===== config.mk =====
export PLATFORM = sky130hd
export DESIGN_NAME = je_raster_writer_flat
export DESIGN_NICKNAME = d
export VERILOG_FILES = /design/src/rtl/je_raster_writer_pkg.sv /design/src/rtl/je_raster_writer_if.sv /design/src/rtl/je_raster_writer_blk_scan.sv /design/src/rtl/je_raster_writer.sv /design/src/flat_wrapper.sv
export SDC_FILE = /design/constraint.sdc
export NUM_CORES = 1
export LEC_CHECK = 0
export BUFFER_PORTS_ARGS = -buffer_cell sky130_fd_sc_hd__buf_2
export CAP_MARGIN = 20
export CORE_MARGIN = 10
export CORE_UTILIZATION = 60
export CTS_CLUSTER_SIZE = 20
export DETAILED_ROUTE_END_ITERATION = 6
export HOLD_SLACK_MARGIN = 0.08
export PLACE_DENSITY_LB_ADDON = 0.08
export SLEW_MARGIN = 30
export SYNTH_ARGS = -nofsm -noshare
export SYNTH_HDL_FRONTEND = slang
export SYNTH_SLANG_ARGS = --single-unit

===== constraint.sdc =====
create_clock -name clk -period 6.7 [get_ports clk]
set_input_delay 0.335 -clock clk [delete_from_list [all_inputs] [get_ports clk]]
set_output_delay 0.335 -clock clk [all_outputs]
set_load 0.005 [all_outputs]

===== src/rtl/je_raster_writer_pkg.sv =====
// Shared types and constants for the raster writer and its block scanner.
package je_raster_writer_pkg;

    // Frame-level controller states.
    typedef enum logic {
        ST_IDLE = 1'b0,
        ST_RUN  = 1'b1
    } state_e;

    // Legal block edges and bytes-per-pixel range.
    localparam int BLK_SMALL = 8;
    localparam int BLK_LARGE = 16;
    localparam int BPP_MIN   = 1;
    localparam int BPP_MAX   = 4;

    // Width of the byte-within-pixel index (covers BPP_MAX).
    localparam int BYTE_W = 2;

    // Number of low column/row bits that index a pixel inside one block.
    function automatic int blk_lsb(input int blk);
        return (blk == BLK_LARGE) ? 4 : 3;
    endfunction

endpackage


===== src/rtl/je_raster_writer_if.sv =====
// Encoder-input and memory-write bus of the raster writer.
interface je_raster_writer_if #(
    parameter int ASZ = 17
);
    logic           in_valid;
    logic [7:0]     in_data;
    logic           in_ready;
    logic           mem_ready;
    logic [ASZ-1:0] addr;
    logic [7:0]     data;
    logic           we;

    // Environment side: encoder byte source plus memory.
    modport master (
        output in_valid, in_data, mem_ready,
        input  in_ready, addr, data, we
    );

    // Writer side.
    modport slave (
        input  in_valid, in_data, mem_ready,
        output in_ready, addr, data, we
    );
endinterface


===== src/rtl/je_raster_writer_blk_scan.sv =====
// je_blk_scan: walks byte -> pixel -> block row -> block -> block band order
// and reports the current pixel column/row, byte index and last-byte flag.
module je_blk_scan
    import je_raster_writer_pkg::*;
#(
    parameter int WSZ = 9,
    parameter int HSZ = 8,
    parameter int BPP = 2,
    parameter int BLK = 8
) (
    input  logic              clk,
    input  logic              reset_n,
    input  logic              clear,
    input  logic              advance,
    input  logic [WSZ-1:0]    width,
    input  logic [HSZ-1:0]    height,
    output logic [WSZ-1:0]    col,
    output logic [HSZ-1:0]    row,
    output logic [BYTE_W-1:0] byte_idx,
    output logic              last
);

    localparam int LSB = blk_lsb(BLK);

    logic [WSZ-1:0]    col_q, col_d, bx_q, bx_d;
    logic [HSZ-1:0]    row_q, row_d, by_q, by_d;
    logic [BYTE_W-1:0] byte_q, byte_d;
    logic [WSZ-1:0]    width_m1;
    logic [HSZ-1:0]    height_m1;
    logic              byte_end, col_end, row_end, blk_more;

    assign width_m1  = width - WSZ'(1);
    assign height_m1 = height - HSZ'(1);
    assign byte_end  = (byte_q == BYTE_W'(BPP - 1));
    // A block row ends at the frame edge or at the block's right edge.
    assign col_end   = (col_q == width_m1) || (&col_q[LSB-1:0]);
    assign row_end   = (row_q == height_m1) || (&row_q[LSB-1:0]);
    assign blk_more  = ({1'b0, bx_q} + (WSZ+1)'(BLK)) < {1'b0, width};

    // Next position in block order.
    always_comb begin
        // NOTE: every next-state variable gets a default first so no path leaves it unassigned and infers a latch.
        col_d  = col_q;
        row_d  = row_q;
        bx_d   = bx_q;
        by_d   = by_q;
        byte_d = byte_q;
        if (clear) begin
            col_d  = '0;
            row_d  = '0;
            bx_d   = '0;
            by_d   = '0;
            byte_d = '0;
        end else if (advance) begin
            if (!byte_end) begin
                byte_d = byte_q + BYTE_W'(1);
            end else begin
                byte_d = '0;
                if (!col_end) begin
                    col_d = col_q + WSZ'(1);
                end else if (!row_end) begin
                    col_d = bx_q;
                    row_d = row_q + HSZ'(1);
                end else if (blk_more) begin
                    bx_d  = bx_q + WSZ'(BLK);
                    col_d = bx_q + WSZ'(BLK);
                    row_d = by_q;
                end else begin
                    bx_d  = '0;
                    col_d = '0;
                    by_d  = by_q + HSZ'(BLK);
                    row_d = by_q + HSZ'(BLK);
                end
            end
        end
    end

    // Position registers.
    always_ff @(posedge clk or negedge reset_n) begin
        if (!reset_n) begin
            col_q  <= '0;
            row_q  <= '0;
            bx_q   <= '0;
            by_q   <= '0;
            byte_q <= '0;
        end else begin
            col_q  <= col_d;
            row_q  <= row_d;
            bx_q   <= bx_d;
            by_q   <= by_d;
            byte_q <= byte_d;
        end
    end

    assign col      = col_q;
    assign row      = row_q;
    assign byte_idx = byte_q;
    assign last     = byte_end && (col_q == width_m1) && (row_q == height_m1);

endmodule


===== src/rtl/je_raster_writer.sv =====
// Raster writer: takes block-ordered encoder bytes and writes them to a
// double-buffered raster frame in memory, one cycle after acceptance.
module je_raster_writer
    import je_raster_writer_pkg::*;
#(
    parameter int ASZ = 17,
    parameter int WSZ = 9,
    parameter int HSZ = 8,
    parameter int BPP = 2,
    parameter int BLK = 8
) (
    input  logic           clk,
    input  logic           reset_n,
    input  logic           start,
    input  logic           abort,
    input  logic [WSZ-1:0] cfg_width,
    input  logic [HSZ-1:0] cfg_height,
    input  logic [ASZ-1:0] cfg_base0,
    input  logic [ASZ-1:0] cfg_base1,
    je_raster_writer_if.slave bus,
    output logic           busy,
    output logic           frame_done,
    output logic           buf_sel,
    output logic           err_cfg
);

    state_e            state_q, state_d;
    logic [WSZ-1:0]    width_q;
    logic [HSZ-1:0]    height_q;
    logic [ASZ-1:0]    base_q;
    logic              buf_sel_q, err_cfg_q;
    logic [ASZ-1:0]    addr_q, addr_d;
    logic [7:0]        data_q;
    logic              we_q, frame_done_q;
    logic              in_ready, accept, cfg_ok, start_idle, start_ok, finish;
    logic [WSZ-1:0]    scan_col;
    logic [HSZ-1:0]    scan_row;
    logic [BYTE_W-1:0] scan_byte;
    logic              scan_last;

    assign cfg_ok     = (cfg_width != '0) && (cfg_height != '0);
    assign start_idle = start && !abort && (state_q == ST_IDLE);
    assign start_ok   = start_idle && cfg_ok;
    assign accept     = bus.in_valid && in_ready;
    // An abort on the final byte still writes it but is treated as an abort.
    assign finish     = accept && scan_last && !abort;

    je_blk_scan #(
        .WSZ (WSZ),
        .HSZ (HSZ),
        .BPP (BPP),
        .BLK (BLK)
    ) u_scan (
        .clk      (clk),
        .reset_n  (reset_n),
        .clear    (start_ok),
        .advance  (accept),
        .width    (width_q),
        .height   (height_q),
        .col      (scan_col),
        .row      (scan_row),
        .byte_idx (scan_byte),
        .last     (scan_last)
    );

    // FSM state register.
    always_ff @(posedge clk or negedge reset_n) begin
        // NOTE: sequential state uses non-blocking assignments so every flop samples pre-edge values.
        if (!reset_n) state_q <= ST_IDLE;
        else          state_q <= state_d;
    end

    // FSM next state: abort wins, otherwise start or final byte move the state.
    always_comb begin
        state_d = state_q;
        case (state_q)
            ST_IDLE: if (start_ok) state_d = ST_RUN;
            ST_RUN:  if (abort || (accept && scan_last)) state_d = ST_IDLE;
            default: state_d = ST_IDLE;
        endcase
    end

    // FSM outputs.
    always_comb begin
        busy     = (state_q == ST_RUN);
        in_ready = (state_q == ST_RUN) && bus.mem_ready;
    end

    // Frame configuration, buffer select and sticky config error.
    always_ff @(posedge clk or negedge reset_n) begin
        if (!reset_n) begin
            width_q   <= '0;
            height_q  <= '0;
            base_q    <= '0;
            buf_sel_q <= 1'b0;
            err_cfg_q <= 1'b0;
        end else begin
            if (start_ok) begin
                width_q   <= cfg_width;
                height_q  <= cfg_height;
                base_q    <= buf_sel_q ? cfg_base1 : cfg_base0;
                err_cfg_q <= 1'b0;
            end else if (start_idle) begin
                err_cfg_q <= 1'b1;
            end
            if (finish) buf_sel_q <= ~buf_sel_q;
        end
    end

    // Raster address of the byte being accepted, wrapped to ASZ bits.
    always_comb begin
        addr_d = base_q
               + (ASZ'(scan_row) * ASZ'(width_q) + ASZ'(scan_col)) * ASZ'(BPP)
               + ASZ'(scan_byte);
    end

    // Write pipeline: one cycle from acceptance to the memory write.
    always_ff @(posedge clk or negedge reset_n) begin
        if (!reset_n) begin
            addr_q       <= '0;
            data_q       <= '0;
            we_q         <= 1'b0;
            frame_done_q <= 1'b0;
        end else begin
            we_q         <= accept;
            frame_done_q <= finish;
            if (accept) begin
                addr_q <= addr_d;
                data_q <= bus.in_data;
            end
        end
    end

    assign bus.in_ready = in_ready;
    assign bus.addr     = addr_q;
    assign bus.data     = data_q;
    assign bus.we       = we_q;
    assign frame_done   = frame_done_q;
    assign buf_sel      = buf_sel_q;
    assign err_cfg      = err_cfg_q;

endmodule

===== src/flat_wrapper.sv =====
// flat-port wrapper written by rule: the top's interface ports become plain ports
module je_raster_writer_flat import je_raster_writer_pkg::*;
#(
    parameter int ASZ = 17,
    parameter int WSZ = 9,
    parameter int HSZ = 8,
    parameter int BPP = 2,
    parameter int BLK = 8
)
  (clk, reset_n, start, abort, cfg_width, cfg_height, cfg_base0, cfg_base1, busy, frame_done, buf_sel, err_cfg, bus_in_valid, bus_in_data, bus_mem_ready, bus_in_ready, bus_addr, bus_data, bus_we);
  je_raster_writer_if #(.ASZ(ASZ)) bus_i ();
  input  logic clk;
  input  logic reset_n;
  input  logic start;
  input  logic abort;
  input  logic [WSZ-1:0] cfg_width;
  input  logic [HSZ-1:0] cfg_height;
  input  logic [ASZ-1:0] cfg_base0;
  input  logic [ASZ-1:0] cfg_base1;
  output logic busy;
  output logic frame_done;
  output logic buf_sel;
  output logic err_cfg;
  input wire logic [$bits(bus_i.in_valid)-1:0] bus_in_valid;
  input wire logic [$bits(bus_i.in_data)-1:0] bus_in_data;
  input wire logic [$bits(bus_i.mem_ready)-1:0] bus_mem_ready;
  output wire logic [$bits(bus_i.in_ready)-1:0] bus_in_ready;
  output wire logic [$bits(bus_i.addr)-1:0] bus_addr;
  output wire logic [$bits(bus_i.data)-1:0] bus_data;
  output wire logic [$bits(bus_i.we)-1:0] bus_we;
  assign bus_i.in_valid = bus_in_valid;
  assign bus_i.in_data = bus_in_data;
  assign bus_i.mem_ready = bus_mem_ready;
  assign bus_in_ready = bus_i.in_ready;
  assign bus_addr = bus_i.addr;
  assign bus_data = bus_i.data;
  assign bus_we = bus_i.we;
  je_raster_writer #(.ASZ(ASZ), .WSZ(WSZ), .HSZ(HSZ), .BPP(BPP), .BLK(BLK)) u_core (.clk(clk), .reset_n(reset_n), .start(start), .abort(abort), .cfg_width(cfg_width), .cfg_height(cfg_height), .cfg_base0(cfg_base0), .cfg_base1(cfg_base1), .bus(bus_i), .busy(busy), .frame_done(frame_done), .buf_sel(buf_sel), .err_cfg(err_cfg));
endmodule

==> results.json <==
{
  "outcome": "finished, final reports clean",
  "ir_drop_mv": 0.161,
  "io_buffers": 95,
  "area_growth_syn_to_layout_pct": 11.2,
  "coreArea_mm2": 0.0140,
  "holdCritPathClass": "in2reg",
  "arrival_ns": 6.63,
  "clockBufferDepth": 2,
  "ff2ff_path_depth": 23,
  "tritoncts": "yes",
  "grt-ovfl-total": 0,
  "hpwlAfterDp_um": 18100,
  "holdPathEnd": "u_core.bus.data[2]$_DFFE_PN0P_",
  "rsz0062_at_grt": "no",
  "grt_max_degree": 69,
  "finalHoldViolations": 0,
  "drv_cap": 0,
  "drc": 0,
  "cp_top_family": "adder cells",
  "synth_area_mm2": 0.00871,
  "num_rows": 43,
  "slew_headroom_pct": 33.1,
  "ys.warnings.count": 0,
  "antenna_left": 0,
  "gp_congestion": 0.969,
  "n_antenna_cell": 0,
  "endpoint_kind": "flop",
  "pin_count": 96,
  "drive_above_1_share_pct": 14.2,
  "synth.net_count": 1198,
  "die_h_um": 140,
  "wl_um": 23100,
  "ys.flop_type": "dfrtp_1",
  "clkPwrFrac_pct": 28.2,
  "grt_pass1_vias": 7258,
  "die-area_mm2": 0.0197,
  "worstSetupPathType": "reg2reg",
  "power.share.sequential_pct": 40.8,
  "hold_ws_ns": 0.158,
  "worstHoldPathCells": 3,
  "fin_crit_ns": 6.36,
  "cts-buffers-inserted": 9,
  "switching_share_pct": 36.3,
  "wl_per_cell_um": 18.3,
  "layout.nets": 1276,
  "yosysUniqueCellTypes": 71,
  "cp.required_ns": 6.97,
  "r2r_end": "u_core.bus.addr[16]$_DFFE_PN0P_",
  "clk_pin_slew_worst_paths_ns": 0.07,
  "period_share_pct": 94.9,
  "synth_area_per_cell_um2": 8.71,
  "die_w_um": 140,
  "skew_ns": 0.00847,
  "fmax_ghz": 0.157,
  "crit_path_start_kind": "flop",
  "root_buffer": "clkbuf_16",
  "antenna_found_initial": 0,
  "clock_sinks": 97,
  "crit_fanout": 7,
  "synth-seq-cells": 97,
  "internal_power_mw": 1.24,
  "synth_cells": 1000,
  "rrSetupSlack_ns": 0.34,
  "leakagePower_nw": 4.86,
  "final_max_slew_viol_count": 0,
  "insertion_delay_ns": 0.36,
  "crit_buf_inv": 3,
  "power_density_mw_per_mm2": 202,
  "cts_max_level": 3,
  "slowest_delay_ns": 0.55,
  "crit_chain": "inv_1 -> nor2_1 -> fa_1 -> fa_1 -> inv_1 -> fa_1 -> fa_1 -> inv_1 -> ha_1 -> o21a_1 -> o31a_1 -> o21a_1 -> nor2_1 -> xnor2_1 -> ha_1 -> ha_1 -> and3_1 -> o21ai_0 -> o211ai_1 -> a221oi_2 -> mux2_2 -> and3_1 -> o31ai_1",
  "critPathSlowestCell": "fa_1",
  "crit_path_frequent_cell": "fa_1",
  "grt.total_usage_pct": 23.2,
  "grt_first_pass_wirelength_um": 37500,
  "worstMarginPinSlew_ns": 1.00,
  "drt-initial-drc-count": 445,
  "synth-async-reset-ratio_pct": 100,
  "fillers": 1162,
  "seq_area_frac_synth_pct": 27.9,
  "r2r-start": "u_core.width_q[1]$_DFFE_PN0P_",
  "setup_viol": 0,
  "p_sw_mw": 0.709,
  "routed_via_density": 5.90,
  "setup_tns_ns": 0,
  "dr.pass1.iters": 7,
  "synth_edf_count": 0,
  "start_util_pct": 62.0,
  "min_from": "bus_in_data[2]",
  "num_vias": 7452,
  "combPwrFrac_pct": 30.9
}
cells by family (layout without fill, tap and decap cells):
logic type               count (synthesis)  in the layout  share of synthesized area [%]
AO/OA/AOI/OAI                          195            195                           15.8
XOR/XNOR                                48             48                           4.83
AND/OR/NAND/NOR                        349            349                           18.5
multiplexers                            21             21                           2.44
buffers and inverters                  157            240                           6.93
adder cells (fa/ha/maj)                133            133                           23.6
flip-flops                              97             97                           27.9
cells in the final DEF, fill, tap and decap left out, types with 8 or more instances in the layout:
cell       Yosys  routed
o21a_1        12      12
fa_1          52      52
clkbuf_16      0       9
a21o_1        10      10
o21ai_0       49      49
a21oi_1       27      26
ha_1          81      81
and3_1        11      11
nor2b_1        8       8
and2_1        25      25
mux2i_1       19      19
xnor2_1       35      35
nor3_1        15      15
buf_2          5      94
nand2_1      152     152
o31ai_1        8       8
nor2_1        68      68
o211ai_1       9       9
xor2_1        13      13
a31oi_1        9       9
or3_1          8       8
dfrtp_1       97      91
inv_1        110     110
nand3_1       28      28
buf_4          2      15
area by class of cell:
| type | count | area, um2 | area share (%) |
|---|---|---|---|
| tap | 180 | 225 | 2.32 |
| timing repair buffer | 110 | 593 | 6.12 |
| multi-input combinational | 746 | 5690 | 58.7 |
| clock inverter | 7 | 85.1 | 0.878 |
| clock buffer | 9 | 225 | 2.32 |
| inverter | 114 | 435 | 4.49 |
| sequential | 97 | 2430 | 25.1 |
registers in the layout (all words and copies together) (netlist names):
| name | flops |
|---|---|
| u_core.base_q | 17 |
| u_core.buf_sel | 1 |
| u_core.bus.addr | 17 |
| u_core.bus.data | 8 |
| u_core.bus.we | 1 |
| u_core.busy | 1 |
| u_core.err_cfg | 1 |
| u_core.frame_done | 1 |
| u_core.height_q | 8 |
| u_core.u_scan.bx_q | 9 |
| u_core.u_scan.by_q | 5 |
| u_core.u_scan.byte_idx | 2 |
| u_core.u_scan.col | 9 |
| u_core.u_scan.row | 8 |
| u_core.width_q | 9 |
timing repair:
| action | in CTS | in global routing |
|---|---|---|
| gates resized for setup | 0 | 8 |
| hold buffers | 1 | 0 |
| setup endpoints to repair | 0 | 1 |
| hold endpoints to repair | 29 | 0 |
| buffers inserted | 0 | 2 |
synthesized netlist by cell type (4+ instances only):
cell type,instances,area share [%]
a21o_1,10,0.86
a21oi_1,27,1.6
a22o_1,4,0.40
a311oi_1,5,0.50
a31o_2,4,0.40
a31oi_1,9,0.65
and2_1,25,1.8
and3_1,11,0.79
buf_1,7,0.30
buf_2,5,0.29
clkbuf_1,29,1.2
clkinv_1,4,0.17
dfrtp_1,97,28
fa_1,52,12
ha_1,81,12
inv_1,110,4.7
mux2i_1,19,2.2
nand2_1,152,6.6
nand2b_1,4,0.29
nand3_1,28,1.6
nor2_1,68,2.9
nor2b_1,8,0.57
nor3_1,15,0.86
nor4_1,7,0.50
o211a_1,4,0.46
o211ai_1,9,0.78
o21a_1,12,1.0
o21ai_0,49,2.8
o22ai_1,5,0.36
o2bb2ai_1,4,0.40
o31ai_1,8,0.69
or2_2,5,0.36
or3_1,8,0.57
xnor2_1,35,3.5
xor2_1,13,1.3
power groups by stage:
stage / clock network (mW) / logic (mW) / registers [mW]
finish: 0.551 / 0.604 / 0.797
global route: 0.580 / 0.676 / 0.814
CTS: 0.557 / 0.605 / 0.795
detailed placement: 0 / 0.598 / 0.806
global placement: 0 / 0.587 / 0.802
floorplan: 0 / 0.403 / 0.766
through the flow:
step	instance area, um2	setup WS (ns)	cells	power, mW	utilization (%)
global placement	9330	0.412	1244	1.39	66.4
CTS	9650	0.276	1261	1.96	68.7
floorplan	8710	0.587	1000	1.17	-
detailed placement	9330	0.316	1244	1.40	66.4
global route	9690	0.0337	1263	2.07	69.0
finish	9690	0.340	1263	1.95	69.0
worst reg2reg max path, cell delays in order (launching register included):
cell and delay, ns:
dfrtp_1 0.48, inv_1 0.26, nor2_1 0.10, fa_1 0.46, fa_1 0.55, inv_1 0.05, fa_1 0.46, fa_1 0.54
inv_1 0.04, ha_1 0.33, o21a_1 0.18, o31a_1 0.12, o21a_1 0.18, nor2_1 0.11, xnor2_1 0.15, ha_1 0.27
ha_1 0.35, and3_1 0.18, o21ai_0 0.16, o211ai_1 0.26, a221oi_2 0.33, mux2_2 0.38, and3_1 0.14, o31ai_1 0.17
routing by layer:
metal | vias to the layer above | share of wire, % | global-route usage (%)
met5 | - | 0 | 0
met4 | 0 | 2.0 | 6.68
met3 | 36 | 7.7 | 6.56
met2 | 263 | 44 | 34.1
met1 | 3577 | 46 | 32.5
li1 | 3576 | - | -
worst max path at each step:
stage | from | end | slack [ns] | depth (start not counted)
after floorplan | u_core.u_scan.row[6]$_DFFE_PN0P_ | u_core.bus.addr[16]$_DFFE_PN0P_ | 0.59 | 23
after global placement | u_core.u_scan.row[4]$_DFFE_PN0P_ | u_core.bus.addr[16]$_DFFE_PN0P_ | 0.41 | 22
after detailed placement | u_core.u_scan.row[3]$_DFFE_PN0P_ | u_core.bus.addr[16]$_DFFE_PN0P_ | 0.32 | 22
after CTS | u_core.width_q[0]$_DFFE_PN0P_ | u_core.bus.addr[16]$_DFFE_PN0P_ | 0.28 | 23
after global routing | u_core.width_q[1]$_DFFE_PN0P_ | u_core.bus.addr[16]$_DFFE_PN0P_ | 0.03 | 23
final | u_core.width_q[1]$_DFFE_PN0P_ | u_core.bus.addr[16]$_DFFE_PN0P_ | 0.34 | 23
Note: power is estimated with default switching activity, not from simulation.
